`src/rtl/key_event_fifo_if.sv`:
```
// Key event stream between key_event_fifo (master) and its consumer (slave).
//   ev_valid : head entry of the event FIFO is valid
//   ev_data  : head event {press, 3'b000, key index}
//   ev_ready : consumer accepts the head event this cycle
interface key_event_fifo_if;
  logic       ev_valid;
  logic [7:0] ev_data;
  logic       ev_ready;

  modport master (
    output ev_valid,
    output ev_data,
    input  ev_ready
  );

  modport slave (
    input  ev_valid,
    input  ev_data,
    output ev_ready
  );
endinterface

```
`src/rtl/key_event_fifo.sv`:
```
// Debounces active-low push-buttons, converts each accepted level change into a
// press/release event and queues the events in a first-word-fall-through FIFO.
//   clk        : system clock
//   reset_n    : asynchronous active-low reset
//   keys_n     : raw key pins, 0 = pressed, asynchronous to clk
//   key_state  : debounced key levels, 1 = pressed
//   ev         : event stream (valid/data/ready), master side
//   fifo_count : number of queued events
//   overflow   : sticky flag, an event was dropped because the FIFO was full
//   ovf_clear  : clears overflow (a simultaneous drop wins)
module key_event_fifo #(
  parameter int unsigned NUM_KEYS        = 3,
  parameter int unsigned DEBOUNCE_CYCLES = 1000000,
  parameter int unsigned FIFO_DEPTH      = 8
) (
  input  logic                         clk,
  input  logic                         reset_n,
  input  logic [NUM_KEYS-1:0]          keys_n,
  output logic [NUM_KEYS-1:0]          key_state,
  key_event_fifo_if.master             ev,
  output logic [$clog2(FIFO_DEPTH):0]  fifo_count,
  output logic                         overflow,
  input  logic                         ovf_clear
);

  localparam int unsigned DB_W  = (DEBOUNCE_CYCLES > 1) ? $clog2(DEBOUNCE_CYCLES) : 1;
  localparam int unsigned AW    = $clog2(FIFO_DEPTH);
  localparam int unsigned CW    = AW + 1;
  localparam int unsigned IDX_W = 4;
  localparam int unsigned EV_W  = 8;

  localparam logic [DB_W-1:0] DB_LAST = DB_W'(DEBOUNCE_CYCLES - 1);

  // Synchronizer (raw polarity, resets to released)
  logic [NUM_KEYS-1:0] r_meta_n;
  logic [NUM_KEYS-1:0] r_sync_n;
  logic [NUM_KEYS-1:0] w_sync;

  // Debounce state
  logic [DB_W-1:0]     r_db_cnt [NUM_KEYS];
  logic [NUM_KEYS-1:0] r_stable;
  logic [NUM_KEYS-1:0] w_flip;

  // Event arbitration
  logic [NUM_KEYS-1:0] r_pending;
  logic [NUM_KEYS-1:0] w_grant;
  logic                w_sel_vld;
  logic [IDX_W-1:0]    w_sel_idx;
  logic                w_sel_lvl;
  logic [EV_W-1:0]     w_event;

  // Event FIFO
  logic [EV_W-1:0]     r_mem [FIFO_DEPTH];
  logic [AW-1:0]       r_wr_ptr;
  logic [AW-1:0]       r_rd_ptr;
  logic [CW-1:0]       r_count;
  logic                r_overflow;
  logic                w_pop;
  logic                w_accept;
  logic                w_push;
  logic                w_drop;

  // Two-flop synchronizer on the raw pins
  always_ff @(posedge clk or negedge reset_n) begin
    if (!reset_n) begin
      r_meta_n <= '1;
      r_sync_n <= '1;
    end else begin
      r_meta_n <= keys_n;
      r_sync_n <= r_meta_n;
    end
  end

  assign w_sync = ~r_sync_n;

  // A key's level is accepted on the last cycle of an uninterrupted mismatch run
  always_comb begin
    w_flip = '0;
    for (int k = 0; k < NUM_KEYS; k++) begin
      w_flip[k] = (w_sync[k] != r_stable[k]) && (r_db_cnt[k] == DB_LAST);
    end
  end

  // Debounce counters and stable levels
  always_ff @(posedge clk or negedge reset_n) begin
    if (!reset_n) begin
      for (int k = 0; k < NUM_KEYS; k++) begin
        r_db_cnt[k] <= '0;
      end
      r_stable <= '0;
    end else begin
      for (int k = 0; k < NUM_KEYS; k++) begin
        if (w_sync[k] == r_stable[k]) begin
          r_db_cnt[k] <= '0;
        end else if (w_flip[k]) begin
          r_db_cnt[k] <= '0;
          r_stable[k] <= w_sync[k];
        end else begin
          r_db_cnt[k] <= r_db_cnt[k] + DB_W'(1);
        end
      end
    end
  end

  // Lowest-index pending key wins; one event per cycle
  always_comb begin
    w_grant   = '0;
    w_sel_vld = 1'b0;
    w_sel_idx = '0;
    w_sel_lvl = 1'b0;
    for (int k = 0; k < NUM_KEYS; k++) begin
      if (r_pending[k] && !w_sel_vld) begin
        w_sel_vld  = 1'b1;
        w_sel_idx  = IDX_W'(k);
        w_sel_lvl  = r_stable[k];
        w_grant[k] = 1'b1;
      end
    end
  end

  assign w_event = {w_sel_lvl, 3'b000, w_sel_idx};

  // Pending flags: a flip cannot coincide with a grant of the same key because
  // the debounce window is longer than the worst-case arbitration wait
  always_ff @(posedge clk or negedge reset_n) begin
    if (!reset_n) begin
      r_pending <= '0;
    end else begin
      r_pending <= (r_pending & ~w_grant) | w_flip;
    end
  end

  // A full FIFO still accepts when the head leaves in the same cycle
  assign w_pop    = (r_count != '0) && ev.ev_ready;
  assign w_accept = (r_count < CW'(FIFO_DEPTH)) || w_pop;
  assign w_push   = w_sel_vld && w_accept;
  assign w_drop   = w_sel_vld && !w_accept;

  // FIFO storage
  always_ff @(posedge clk or negedge reset_n) begin
    if (!reset_n) begin
      for (int i = 0; i < FIFO_DEPTH; i++) begin
        r_mem[i] <= '0;
      end
    end else if (w_push) begin
      r_mem[r_wr_ptr] <= w_event;
    end
  end

  // Pointers wrap naturally since FIFO_DEPTH is a power of two
  always_ff @(posedge clk or negedge reset_n) begin
    if (!reset_n) begin
      r_wr_ptr <= '0;
      r_rd_ptr <= '0;
      r_count  <= '0;
    end else begin
      if (w_push) begin
        r_wr_ptr <= r_wr_ptr + AW'(1);
      end
      if (w_pop) begin
        r_rd_ptr <= r_rd_ptr + AW'(1);
      end
      case ({w_push, w_pop})
        2'b10:   r_count <= r_count + CW'(1);
        2'b01:   r_count <= r_count - CW'(1);
        default: r_count <= r_count;
      endcase
    end
  end

  // Sticky overflow; a drop outranks a clear
  always_ff @(posedge clk or negedge reset_n) begin
    if (!reset_n) begin
      r_overflow <= 1'b0;
    end else if (w_drop) begin
      r_overflow <= 1'b1;
    end else if (ovf_clear) begin
      r_overflow <= 1'b0;
    end
  end

  assign key_state   = r_stable;
  assign ev.ev_valid = (r_count != '0);
  assign ev.ev_data  = r_mem[r_rd_ptr];
  assign fifo_count  = r_count;
  assign overflow    = r_overflow;

endmodule

```
`src/flat_wrapper.sv`:
```
// flat-port wrapper written by rule: the top's interface ports become plain ports
module key_event_fifo_flat 
#(
  parameter int unsigned NUM_KEYS        = 3,
  parameter int unsigned DEBOUNCE_CYCLES = 1000000,
  parameter int unsigned FIFO_DEPTH      = 8
)
  (clk, reset_n, keys_n, key_state, fifo_count, overflow, ovf_clear, ev_ev_valid, ev_ev_data, ev_ev_ready);
  key_event_fifo_if ev_i ();
  input  logic clk;
  input  logic reset_n;
  input  logic [NUM_KEYS-1:0] keys_n;
  output logic [NUM_KEYS-1:0] key_state;
  output logic [$clog2(FIFO_DEPTH):0] fifo_count;
  output logic overflow;
  input  logic ovf_clear;
  output wire logic [$bits(ev_i.ev_valid)-1:0] ev_ev_valid;
  output wire logic [$bits(ev_i.ev_data)-1:0] ev_ev_data;
  input wire logic [$bits(ev_i.ev_ready)-1:0] ev_ev_ready;
  assign ev_ev_valid = ev_i.ev_valid;
  assign ev_ev_data = ev_i.ev_data;
  assign ev_i.ev_ready = ev_ev_ready;
  key_event_fifo #(.NUM_KEYS(NUM_KEYS), .DEBOUNCE_CYCLES(DEBOUNCE_CYCLES), .FIFO_DEPTH(FIFO_DEPTH)) u_core (.clk(clk), .reset_n(reset_n), .keys_n(keys_n), .key_state(key_state), .ev(ev_i), .fifo_count(fifo_count), .overflow(overflow), .ovf_clear(ovf_clear));
endmodule
```
`config.mk`:
```
export PLATFORM = sky130hd
export DESIGN_NAME = key_event_fifo_flat
export DESIGN_NICKNAME = d
export VERILOG_FILES = /design/src/rtl/key_event_fifo_if.sv /design/src/rtl/key_event_fifo.sv /design/src/flat_wrapper.sv
export SDC_FILE = /design/constraint.sdc
export NUM_CORES = 1
export LEC_CHECK = 0
export CAP_MARGIN = 20
export CORE_MARGIN = 1
export CORE_UTILIZATION = 35
export DETAILED_ROUTE_END_ITERATION = 8
export SETUP_SLACK_MARGIN = 0.2
export SLEW_MARGIN = 10
export SYNTH_ARGS = -nofsm -noshare
export SYNTH_HDL_FRONTEND = slang
export SYNTH_SLANG_ARGS = --single-unit
```
`constraint.sdc`:
```
create_clock -name clk -period 4.98 [get_ports clk]
set_input_delay 0.996 -clock clk [delete_from_list [all_inputs] [get_ports clk]]
set_output_delay 0.996 -clock clk [all_outputs]
set_load 0.02 [all_outputs]
```
==> reports/results.md, run 1 <==
• Initial Util: 0.358
• vias in the first global route: 3,561
• NumNets Final: 511
• number of buffers inserted by hold repair at cts: 0
• number of warnings printed during yosys synthesis: 0
• final weighted congestion in routability-driven placement: 0.767
• final routed DRC violation total: 0
• cell count after synthesis: 479
• clock network fraction of design power: 0.397
• number of placed cells counting well taps: 667
• filler instances: 1,399
• Buffers & Inverters on Critical Path: 1
• DR pass1 iterations: 4
• timing-limited maximum frequency: 296 MHz
• number of synthesized register bits: 107
• largest net degree at the start of global routing: 79
• Hold Crit Class: flip-flop to flip-flop
• biggest fanout along the worst timing path: 8
• minimum hold slack: 0.356 ns
• number of slew-limit violations in the final report: 0
• Core Rows: 44
• clock buffer depth: 2
• leakage power: 2.45 nW
• share of synthesized registers carrying an async set or reset: 1.00
• worst stage delay on the critical path: 0.65 ns
• setup repair after global routing missed its margin: false
• Top Metal Used: met4
• cell area after synthesis: 5190 um^2
• first-pass GRT wire length: 16,600 um
• Worst path top cell family by delay: multiplexers
• portion of the clock cycle consumed by the worst path in the final layout: 0.679
• Worst-Skew Late Latency: 0.34 ns
• antenna cells: 0
• synth unique cells: 53
• number of clock sinks: 107
• portion of the post-synthesis area used by sequential elements: 0.518
• sequential group share of total power: 0.483
• root buffer cell: sky130_fd_sc_hd__clkbuf_16
• final HPWL from detailed placement: 6610 um
• total via count in the routed design: 3,487
• Most used DFF post-synth: sky130_fd_sc_hd__dfrtp_1
• arrival time of the worst setup path: 2.38 ns
• Psw: 491 uW
• GRT Overall Usage: 0.139
• pre-CTS setup slack: 1.70 ns
• Slew HR: 0.429
• wire per inst: 14.0 um
• Die Span Y: 124 um
• Clk pin slew, worst setup/hold paths: 0.07 ns
• final std cells w/o fill: 684
• final hold violation count: 0
• number of top-level pins: 24
• EDFF count, synth: 0
• area added between synthesis and finish: 13.9%
• worst-case clock skew: 0.00536 ns
• Switching Fraction: 0.242
• Internal Power: 1.54 mW
• initial drt markers: 189
• cts bufs inserted: 9
• Startpoint Class: flip-flop
• number of antenna violations at the first check in global routing: 0
• post-CTS repair timing setup buffer count: 0
• wire length on met1: 4620 um
• average vias per placed instance: 5.10
• Sum Neg Setup Slack: 0 ns
• result of the run: finished clean
• mean cell area of the mapped netlist: 10.8 um^2
• Gates resized, CTS repair: 0
• library cell contributing the largest single delay on the critical path: sky130_fd_sc_hd__dfrtp_1
• Req. time, crit path: 3.98 ns
• routed length on met2: 4530 um
• final count of negative-setup-slack endpoints: 0
• portion of total power attributed to combinational logic: 0.120
• category of the worst setup path capture point: primary output
• Buffers on Ports: 18
• Worst Max-Slew Pin Slew: 0.854 ns
• Peak supply drop: 0.208 mV
• TritonCTS clock tree: built
• antenna-violating nets left: 0
• H-Tree Depth: 3
• critical path type: flip-flop to primary output
• Die Width: 124 um
• total overflow reported by the global router: 0
• Pwr Density: 344 nW/um^2
• series of cell instances along the critical path: mux4_2 -> mux2_2 -> clkdlybuf4s50_1
• final setup slack of the worst path: 1.60 ns
• detailed-routed wire length on met3: 259 um
• count of max-cap constraint violations: 0
• Die Footprint: 15,300 um^2
• wirelength, routed: 9550 um
• final period demand of the worst path: 3.38 ns
• layout cell share with drive strength beyond 1: 0.152
• core outline area: 14,500 um^2
## registers in the layout, summed over array words and instances (netlist names)
signal and flops:
u_core.fifo_count 4, u_core.key_state 3, u_core.overflow 1, u_core.r_db_cnt 60, u_core.r_mem 24, u_core.r_meta_n 3
u_core.r_pending 3, u_core.r_rd_ptr 3, u_core.r_sync_n 3, u_core.r_wr_ptr 3
## Yosys cell counts, drive strengths merged, types with 14 or more instances
cell      n  area [um^2]
or3      17          109
nor2     39          146
dfrtp   101         2530
inv      22         82.6
nand3    33          180
xor2     17          149
clkbuf   14         52.6
or4      19          151
a21oi    28          144
o21ai    26          141
mux2     29          327
xnor2    22          193
nand2    21         78.8
## kinds of logic (layout without fill, tap and decap cells)
| family | count (synthesis) | after routing | share of synthesized area |
|---|---|---|---|
| other | 1 | 5 | 0.000723 |
| and+or+nand+nor | 175 | 175 | 0.188 |
| buffers and inverters | 44 | 61 | 0.0371 |
| AOI/OAI and AO/OA | 67 | 67 | 0.0745 |
| adders and majority gates | 9 | 9 | 0.0232 |
| muxes | 37 | 37 | 0.0929 |
| DFF | 107 | 107 | 0.518 |
| xor gates and xnor gates | 39 | 39 | 0.0658 |
## power by group through the flow
stage / clock (mW) / combinational [mW] / sequential, mW
finish: 0.807 / 0.243 / 0.980
global route: 0.872 / 0.271 / 0.991
CTS: 0.836 / 0.246 / 0.983
detailed placement: 0 / 0.245 / 0.999
global placement: 0 / 0.238 / 0.995
floorplan: 0 / 0.168 / 0.979
## metal layers
| metal | vias to the layer above | global-route usage |
|---|---|---|
| li1 | 1725 | - |
| met1 | 1712 | 0.178 |
| met2 | 38 | 0.227 |
| met3 | 12 | 0.0343 |
| met4 | 0 | 0.0512 |
| met5 | - | 0 |
## final cells by class
class                   count  area [um^2]  area share
flip-flops and latches    107         2690       0.454
clock buffers              11          243      0.0411
clock inverters             5          100      0.0169
inverters                  22         82.6      0.0140
well taps                 184          230      0.0390
repair buffers             23          235      0.0398
multi-input cells         332         2330       0.395
## path summary, 6_finish.rpt
kind / startpoint / end / slack (ns) / depth (start not counted)
max: u_core.r_rd_ptr[0] / ev_ev_data[0] / 1.60 / 3
min: u_core.r_meta_n[2] / u_core.r_sync_n[2] / 0.36 / 0
max reg2reg: u_core.fifo_count[3] / u_core.fifo_count[3] / 2.42 / 9
min reg2reg: u_core.r_meta_n[2] / u_core.r_sync_n[2] / 0.36 / 0
max in group asynchronous: reset_n / u_core.r_meta_n[2] / 3.41 / 3
min in group asynchronous: reset_n / u_core.r_mem[55] / 0.52 / 1
## placed cells by master (no fill, tap or decap), types with 3 or more instances in the layout
cell type / n
sky130_fd_sc_hd__a21oi_1: 27
sky130_fd_sc_hd__and2_1: 3
sky130_fd_sc_hd__and3_1: 6
sky130_fd_sc_hd__buf_4: 5
sky130_fd_sc_hd__bufinv_16: 3
sky130_fd_sc_hd__clkbuf_16: 9
sky130_fd_sc_hd__clkdlybuf4s50_1: 17
sky130_fd_sc_hd__conb_1: 5
sky130_fd_sc_hd__dfrtp_1: 101
sky130_fd_sc_hd__dfstp_2: 6
sky130_fd_sc_hd__ha_1: 8
sky130_fd_sc_hd__inv_1: 22
sky130_fd_sc_hd__mux2_2: 29
sky130_fd_sc_hd__mux4_2: 6
sky130_fd_sc_hd__nand2_1: 21
sky130_fd_sc_hd__nand3_1: 30
sky130_fd_sc_hd__nand3_2: 3
sky130_fd_sc_hd__nand4_1: 9
sky130_fd_sc_hd__nor2_1: 39
sky130_fd_sc_hd__nor3_1: 8
sky130_fd_sc_hd__nor4_1: 5
sky130_fd_sc_hd__o21ai_0: 24
sky130_fd_sc_hd__o31ai_1: 8
sky130_fd_sc_hd__or3_1: 15
sky130_fd_sc_hd__or4_1: 16
sky130_fd_sc_hd__xnor2_1: 22
sky130_fd_sc_hd__xor2_1: 17
## per-stage QoR
step / total power, mW / instance area (um^2) / utilization
global placement: 1.23 / 5540 / 0.382
floorplan: 1.15 / 5200 / -
finish: 2.03 / 5910 / 0.408
detailed placement: 1.24 / 5540 / 0.382
CTS: 2.06 / 5880 / 0.406
global route: 2.13 / 5910 / 0.408
Note: power is estimated with default switching activity, not from simulation.
==> inputs of run 2 (changes only) <==
==> constraint.sdc (replaced) <==
create_clock -name clk -period 3.5 [get_ports clk]
set_input_delay 0.7 -clock clk [delete_from_list [all_inputs] [get_ports clk]]
set_output_delay 0.7 -clock clk [all_outputs]
set_load 0.02 [all_outputs]
==> run 2 against run 1 <==
Against the previous run: setup slack got worse by 1.2 ns; flip-flop and latch count unchanged; highest routed layer unchanged; sequential power increased by 42%; die area unchanged; worst hold slack improved by 0.0014 ns; critical path depth unchanged; via count increased by 1.8%.
==> reports/results.md, run 2 (synthesis gave the netlist of run 1 again) <==
• layout cell share with drive strength beyond 1: 0.152
• Top Usage Layer GRT: met2
• Hold Crit Class: flip-flop to flip-flop
• setup repair after global routing missed its margin: false
• Die Footprint: 15,300 um^2
• DR pass1 iterations: 5
• clock buffer depth: 2
• count of max-cap constraint violations: 0
• result of the run: finished clean
• GR Util met2: 0.243
• pre-CTS setup slack: 0.610 ns
• Req. time, crit path: 2.80 ns
• wire per inst: 14.1 um
• final setup slack of the worst path: 0.444 ns
• share of the core filled with cells in the final layout: 0.403
• final period demand of the worst path: 3.06 ns
• total overflow reported by the global router: 0
• number of clock sinks: 107
• library cell contributing the largest single delay on the critical path: sky130_fd_sc_hd__dfrtp_1
• biggest fanout along the worst timing path: 8
• H-Tree Depth: 3
• commonest non-fill, non-tap cell in the layout: sky130_fd_sc_hd__dfrtp_1
• Gates resized, CTS repair: 0
• final count of negative-setup-slack endpoints: 0
• number of buffers inserted by hold repair at cts: 0
• core outline area: 14,500 um^2
• cts bufs inserted: 9
• flop-to-flop setup slack: 0.94 ns
• met1 routing resource usage after global routing: 0.180
• Core Rows: 44
• number of antenna violations at the first check in global routing: 0
• CP endpoint: ev_ev_data[0]
• Worst-Skew Late Latency: 0.35 ns
• first-pass GRT wire length: 17,100 um
• total non-filler cell area in the finished layout: 5840 um^2
• area added between synthesis and finish: 12.6%
• arrival time of the worst setup path: 2.36 ns
• NumNets Final: 512
• timing-limited maximum frequency: 327 MHz
• number of top-level pins: 24
• Clk pin slew, worst setup/hold paths: 0.07 ns
• launch instance of the worst register-to-register path: u_core.fifo_count[3]
• root buffer cell: sky130_fd_sc_hd__clkbuf_16
• wirelength, routed: 9670 um
• filler instances: 1,383
• leading cell types in the layout, fill and taps excluded: sky130_fd_sc_hd__dfrtp_1, sky130_fd_sc_hd__nor2_1, sky130_fd_sc_hd__nand3_1, sky130_fd_sc_hd__mux2_2, sky130_fd_sc_hd__a21oi_1
• Startpoint Class: flip-flop
• launch point of the worst path: u_core.r_rd_ptr[0]
• category of the worst setup path capture point: primary output
• portion of the clock cycle consumed by the worst path in the final layout: 0.873
• Die Width: 124 um
• series of cell instances along the critical path: mux4_2 -> mux2_2 -> clkdlybuf4s50_1
• final hold violation count: 0
• number of slew-limit violations in the final report: 0
• Buffers on Ports: 18
• total via count in the routed design: 3,550
• final routed DRC violation total: 0
• Sum Neg Setup Slack: 0 ns
• Die Span Y: 124 um
• global routing met3 resource utilization: 0.0389
• worst-case clock skew: 0.00721 ns
• initial drt markers: 178
• final weighted congestion in routability-driven placement: 0.753
• worst stage delay on the critical path: 0.62 ns
• Most flops, register: u_core.r_db_cnt
• Slew HR: 0.368
• Initial Util: 0.358
• average vias per placed instance: 5.18
• Pwr Density: 468 nW/um^2
• largest net degree at the start of global routing: 54
• GRT Overall Usage: 0.145
• critical path type: flip-flop to primary output
• Peak supply drop: 0.238 mV
• vias in the first global route: 3,560
• Largest register FFs: 60
• antenna-violating nets left: 0
• TritonCTS clock tree: built
• placed inst area: 5550 um^2
• post-CTS repair timing setup buffer count: 0
• antenna cells: 0
• Worst Reg2Reg Path Length in Cells: 9
• endpoint of the worst-slack reg-to-reg timing path: u_core.fifo_count[3]
• leakage power: 2.42 nW
• final HPWL from detailed placement: 6870 um
• Worst Max-Slew Pin Slew: 0.946 ns
## run 2: cell count changes in the layout (fill, tap and decap cells not counted)
cell	previous run	this run
sky130_fd_sc_hd__clkinv_2	2	3
sky130_fd_sc_hd__buf_4	5	7
sky130_fd_sc_hd__clkinv_4	0	1
sky130_fd_sc_hd__bufinv_16	3	1
sky130_fd_sc_hd__clkbuf_8	1	0
sky130_fd_sc_hd__clkbuf_1	1	2
sky130_fd_sc_hd__buf_16	1	0
## run 2: layer usage
metal | vias to the layer above | part of all wire
met4 | 0 | 0.014
met3 | 9 | 0.030
met5 | - | 0
met2 | 46 | 0.49
met1 | 1752 | 0.47
li1 | 1743 | -
## run 2: worst min-delay path by stage
stage | startpoint | to | slack (ns) | cells past startpoint
6_report | u_core.r_meta_n[0] | u_core.r_sync_n[0] | 0.36 | 0
5_1_grt | u_core.r_meta_n[1] | u_core.r_sync_n[1] | 0.36 | 0
4_1_cts | u_core.r_meta_n[0] | u_core.r_sync_n[0] | 0.36 | 0
3_5_place_dp | u_core.r_meta_n[0] | u_core.r_sync_n[0] | 0.35 | 0
3_3_place_gp | u_core.r_meta_n[0] | u_core.r_sync_n[0] | 0.35 | 0
2_1_floorplan | u_core.r_meta_n[0] | u_core.r_sync_n[0] | 0.35 | 0
## run 2: layout make-up
class                           count  area, um^2  share of cell area
Clock buffer                       11         233              0.0399
Multi-Input combinational cell    332        2330               0.399
Inverter                           22        82.6              0.0141
Timing Repair Buffer               24         223              0.0381
Clock inverter                      5        53.8             0.00921
Tap cell                          184         230              0.0394
Sequential cell                   107        2690               0.460
## run 2: where the power goes
group          switching [mW]  leakage (nW)  internal, mW
clock                   0.438         0.143         0.553
combinational           0.171         0.833         0.180
sequential             0.0975          1.45          1.29
## run 2: per-stage QoR
step	instances	hold slack, ns	power (mW)
CTS	685	0.359	2.78
finish	685	0.358	2.73
global route	685	0.364	2.88
global placement	669	0.347	1.75
floorplan	483	0.345	1.63
detailed placement	669	0.350	1.77
## run 2: critical path, delay by kind of cell, from the launching register on
family                 cells  cell delay, ns
muxes                      2            0.85
DFF                        1            0.62
buffers and inverters      1            0.54
==> inputs of run 3 (changes only) <==
--- a/config.mk
+++ b/config.mk
@@ -9,6 +9,8 @@
 export CORE_MARGIN = 1
 export CORE_UTILIZATION = 35
 export DETAILED_ROUTE_END_ITERATION = 8
+export DONT_BUFFER_PORTS = 1
+export PLACE_DENSITY = 0.46
 export SETUP_SLACK_MARGIN = 0.2
 export SLEW_MARGIN = 10
 export SYNTH_ARGS = -nofsm -noshare
==> run 3 against run 2 <==
Against the previous run: fmax grew 9.8%; setup slack gained 0.27 ns; routed wire length shrank 0.27%; critical path type is now flip-flop to flip-flop; critical endpoint is now u_core.fifo_count[3]; utilization shrank 1.1 points.
==> reports/results.md, run 3 (synthesis gave the netlist of run 1 again) <==
• result of the run: finished clean
• number of top-level pins: 24
• initial drt markers: 205
• portion of total power attributed to combinational logic: 0.084
• launch point of the worst path: u_core.fifo_count[3]
• core outline area: 14,500 um^2
• number of buffers inserted by hold repair at cts: 0
• critical path type: flip-flop to flip-flop
• Pwr Density: 479 nW/um^2
• post-CTS repair timing setup buffer count: 0
• leading cell types in the layout, fill and taps excluded: sky130_fd_sc_hd__dfrtp_1, sky130_fd_sc_hd__nor2_1, sky130_fd_sc_hd__nand3_1, sky130_fd_sc_hd__mux2_2, sky130_fd_sc_hd__a21oi_1
• Internal Power: 2.03 mW
• leakage power: 2.36 nW
• Die Width: 124 um
• cts bufs inserted: 9
• wirelength, routed: 9640 um
• Peak supply drop: 0.246 mV
• Worst-Skew Late Latency: 0.35 ns
• final routed DRC violation total: 0
• Clk pin slew, worst setup/hold paths: 0.07 ns
• layout cell share with drive strength beyond 1: 0.156
• vias in the first global route: 3,465
• share of the core filled with cells in the final layout: 0.392
• final count of negative-setup-slack endpoints: 0
• Hold Crit Class: primary input to asynchronous set/reset pin
• Psw: 685 uW
• Sum Neg Setup Slack: 0 ns
• final std cells w/o fill: 665
• average vias per placed instance: 5.15
• number of slew-limit violations in the final report: 0
• Gates resized, CTS repair: 0
• Initial Util: 0.358
• placed inst area: 5360 um^2
• flop-to-flop setup slack: 0.72 ns
• first-pass GRT wire length: 16,500 um
• largest net degree at the start of global routing: 108
• arrival time of the worst setup path: 3.06 ns
• sequential group share of total power: 0.524
• Switching Fraction: 0.252
• Die Footprint: 15,300 um^2
• total via count in the routed design: 3,427
• launch instance of the worst register-to-register path: u_core.fifo_count[3]
• clock buffer depth: 2
• final hold violation count: 0
• final period demand of the worst path: 2.78 ns
• setup repair after global routing missed its margin: false
• commonest non-fill, non-tap cell in the layout: sky130_fd_sc_hd__dfrtp_1
• biggest fanout along the worst timing path: 5
• total overflow reported by the global router: 0
• Largest register FFs: 60
• Die Span Y: 124 um
• Slew HR: 0.423
• worst-case clock skew: 0.00479 ns
• count of max-cap constraint violations: 0
• category of the worst setup path capture point: flip-flop
• Req. time, crit path: 3.77 ns
• final weighted congestion in routability-driven placement: 0.722
• number of clock sinks: 107
• clock network fraction of design power: 0.392
• Worst Max-Slew Pin Slew: 0.864 ns
• number of antenna violations at the first check in global routing: 0
• filler instances: 1,400
• Core Rows: 44
• DR pass1 iterations: 4
• antenna cells: 0
• portion of the clock cycle consumed by the worst path in the final layout: 0.795
• Buffers on Ports: 0
• root buffer cell: sky130_fd_sc_hd__clkbuf_16
• H-Tree Depth: 3
• final HPWL from detailed placement: 6580 um
• Most flops, register: u_core.r_db_cnt
• total non-filler cell area in the finished layout: 5670 um^2
• total power consumption of the routed design: 2.72 mW
• Worst Reg2Reg Path Length in Cells: 9
• Startpoint Class: flip-flop
• number of placed cells counting well taps: 649
• wire per inst: 14.5 um
• NumNets Final: 492
• GRT Overall Usage: 0.141
• timing-limited maximum frequency: 359 MHz
• area added between synthesis and finish: 9.38%
• TritonCTS clock tree: built
• antenna-violating nets left: 0
run 3: area by class of cell:
type                    count  area, um^2  area share
clock inverters             4        47.5     0.00838
well taps                 184         230      0.0406
multi-input cells         332        2330       0.411
clock buffers              12         267      0.0470
repair buffers              4        30.0     0.00529
inverters                  22        82.6      0.0146
flip-flops and latches    107        2690       0.473
run 3: metal layers:
layer,part of all wire,GRT usage,vias to the layer above
li1,-,-,1697
met1,0.48,0.173,1689
met2,0.47,0.235,32
met3,0.038,0.0481,9
met4,0.011,0.0407,0
met5,0,0,-
run 3: worst paths after layout:
| path | end |
|---|---|
| setup / recovery | u_core.fifo_count[3] |
| hold / removal | u_core.r_mem[63] |
| setup reg to reg | u_core.fifo_count[3] |
| hold reg to reg | u_core.r_sync_n[0] |
| max in group asynchronous | u_core.r_sync_n[1] |
| min in group clk | u_core.r_meta_n[0] |
run 3: power groups by stage:
stage | logic, mW | clock network (mW) | registers (mW)
5_1_grt | 0.267 | 1.16 | 1.44
3_5_place_dp | 0.230 | 0 | 1.45
2_1_floorplan | 0.239 | 0 | 1.39
6_report | 0.228 | 1.07 | 1.42
4_1_cts | 0.232 | 1.11 | 1.43
3_3_place_gp | 0.231 | 0 | 1.45
run 3: worst max-delay path: stages, from the launching register on:
cell,delay [ns]
sky130_fd_sc_hd__dfrtp_1,0.49
sky130_fd_sc_hd__or4_1,0.72
sky130_fd_sc_hd__nand2_1,0.20
sky130_fd_sc_hd__inv_1,0.06
sky130_fd_sc_hd__ha_1,0.22
sky130_fd_sc_hd__ha_1,0.29
sky130_fd_sc_hd__a21o_1,0.18
sky130_fd_sc_hd__a21oi_1,0.17
sky130_fd_sc_hd__mux2i_1,0.24
sky130_fd_sc_hd__xnor2_1,0.13
run 3: metrics by stage:
step / setup slack, ns / hold slack [ns]
floorplan: 0.876 / 0.345
global placement: 0.743 / 0.350
detailed placement: 0.726 / 0.352
CTS: 0.691 / 0.0242
global route: 0.577 / 0.0111
finish: 0.717 / 0.0470
==> RTL change (flow settings as in run 3) <==
`NUM_KEYS` is set to 3 in 2 places; all go to 6.
--- a/src/rtl/key_event_fifo.sv
+++ b/src/rtl/key_event_fifo.sv
@@ -9,7 +9,7 @@
 //   overflow   : sticky flag, an event was dropped because the FIFO was full
 //   ovf_clear  : clears overflow (a simultaneous drop wins)
 module key_event_fifo #(
-  parameter int unsigned NUM_KEYS        = 3,
+  parameter int unsigned NUM_KEYS        = 6,
   parameter int unsigned DEBOUNCE_CYCLES = 1000000,
   parameter int unsigned FIFO_DEPTH      = 8
 ) (
--- a/src/flat_wrapper.sv
+++ b/src/flat_wrapper.sv
@@ -1,7 +1,7 @@
 // flat-port wrapper written by rule: the top's interface ports become plain ports
 module key_event_fifo_flat 
 #(
-  parameter int unsigned NUM_KEYS        = 3,
+  parameter int unsigned NUM_KEYS        = 6,
   parameter int unsigned DEBOUNCE_CYCLES = 1000000,
   parameter int unsigned FIFO_DEPTH      = 8
 )
Interface: changed (resized key_state and keys_n); port bits go from 24 to 30. The function was not compared with the original's and may differ.
==> RTL change against run 3 <==
The run now ends with hold timing left; design area grew 70%; total power up 55%; die area rose by 68%; combinational power down 73%; fmax down 0.89%; synthesized area rose by 69%; sequential cell count increased by 80; setup slack worse by 25 ps; wire length grew 70%; count of clock-buffer cells in the layout rose by 8; global-route usage fell by 0.24 points.
==> RTL change: results <==
[status]
status = "finished, violations left"
violations = "hold timing"

[route]
drt-total-wl_um = 16400
drt_iter0_drc = 311
vias_per_cell = 4.90
firstDrtPassIters = 6

[sta]
finalHoldViolCount = 31
holdWs_ps = -37.4
period_needed_ps = 2810
slew_headroom = 0.349
worst_clock_skew_ps = 16.2

[global_route]
grt_max_degree = 188
grt_pass1_vias = 5748
grt_pass1_wl_um = 28900
grt_use_total = 0.139

[synth]
synth_area_per_cell_sq_um = 10.8
ys_seq_area_frac = 0.535
yosys-top-cells-area = "dfrtp_1, xor2_1, nor2_1"
synth.distinct_cells = 54

[worst_setup_path]
reg2regPathDepth = 10
rr_startpoint = "u_core.fifo_count[0]"
critPathArrivalTime_ps = 3110

[layout]
fillers = 2361
drive_gt1_frac = 0.123
nets = 831

[pwr]
p_int_w = 0.00329
max-vdd-ir-drop_mv = 0.256
leakagePower_nw = 4.27

[clocking]
htree_levels = 4
cts_made_buffers = 17

[die]
die_w_um = 160

[place]
place_congestion = 0.794
place_area_sq_um = 9070
portBuffers = 0
post-place-ws_ps = 703
hpwl_um = 11000
==> RTL change: routing by layer <==
layer | GRT usage | vias to the layer above | wire (um)
met5 | 0 | - | 0
met4 | 0.0455 | 0 | 207
met3 | 0.0356 | 17 | 640
met2 | 0.214 | 61 | 7570
met1 | 0.189 | 2792 | 8020
li1 | - | 2748 | -
==> RTL change: power by group through the flow <==
stage / sequential, W / clock (W) / combinational (W)
2_1_floorplan: 0.00225 / 0 / 0.0000590
3_3_place_gp: 0.00225 / 0 / 0.0000611
3_5_place_dp: 0.00226 / 0 / 0.0000631
4_1_cts: 0.00221 / 0.00199 / 0.0000635
5_1_grt: 0.00222 / 0.00208 / 0.0000727
6_report: 0.00221 / 0.00193 / 0.0000617
==> RTL change: critical path, stage by stage (launching register included) <==
cell and delay [ps]:
dfrtp_1 500, or4_1 710, nand2_1 200, inv_1 80, ha_1 220, ha_1 280
a21o_1 180, a21oi_1 170, xnor2_1 130, nor2_1 70, xor2_1 140
==> RTL change: logic make-up after synthesis <==
kind of cell | count (synthesis) | synth area share
buffers and inverters | 45 | 0.0245
AND/OR/NAND/NOR | 374 | 0.214
multiplexers | 48 | 0.0712
XOR/XNOR | 121 | 0.121
flip-flops | 187 | 0.535
AO/OA/AOI/OAI | 22 | 0.0165
adder cells (fa/ha/maj) | 12 | 0.0180
other | 1 | 0.000427
==> RTL change: timing repair <==
action	in CTS	in global routing
endpoints found under the setup margin	0	0
hold endpoints to repair	175	175
gates resized for setup	0	0
==> RTL change: cell type report <==
cell class                 count  area, sq um  share of cell area
clock inverter                12          140              0.0145
clock buffer                  20          447              0.0463
inverter                      22         85.1             0.00881
multi-input combinational    581         3880               0.402
tap                          324          405              0.0420
sequential                   187         4690               0.486
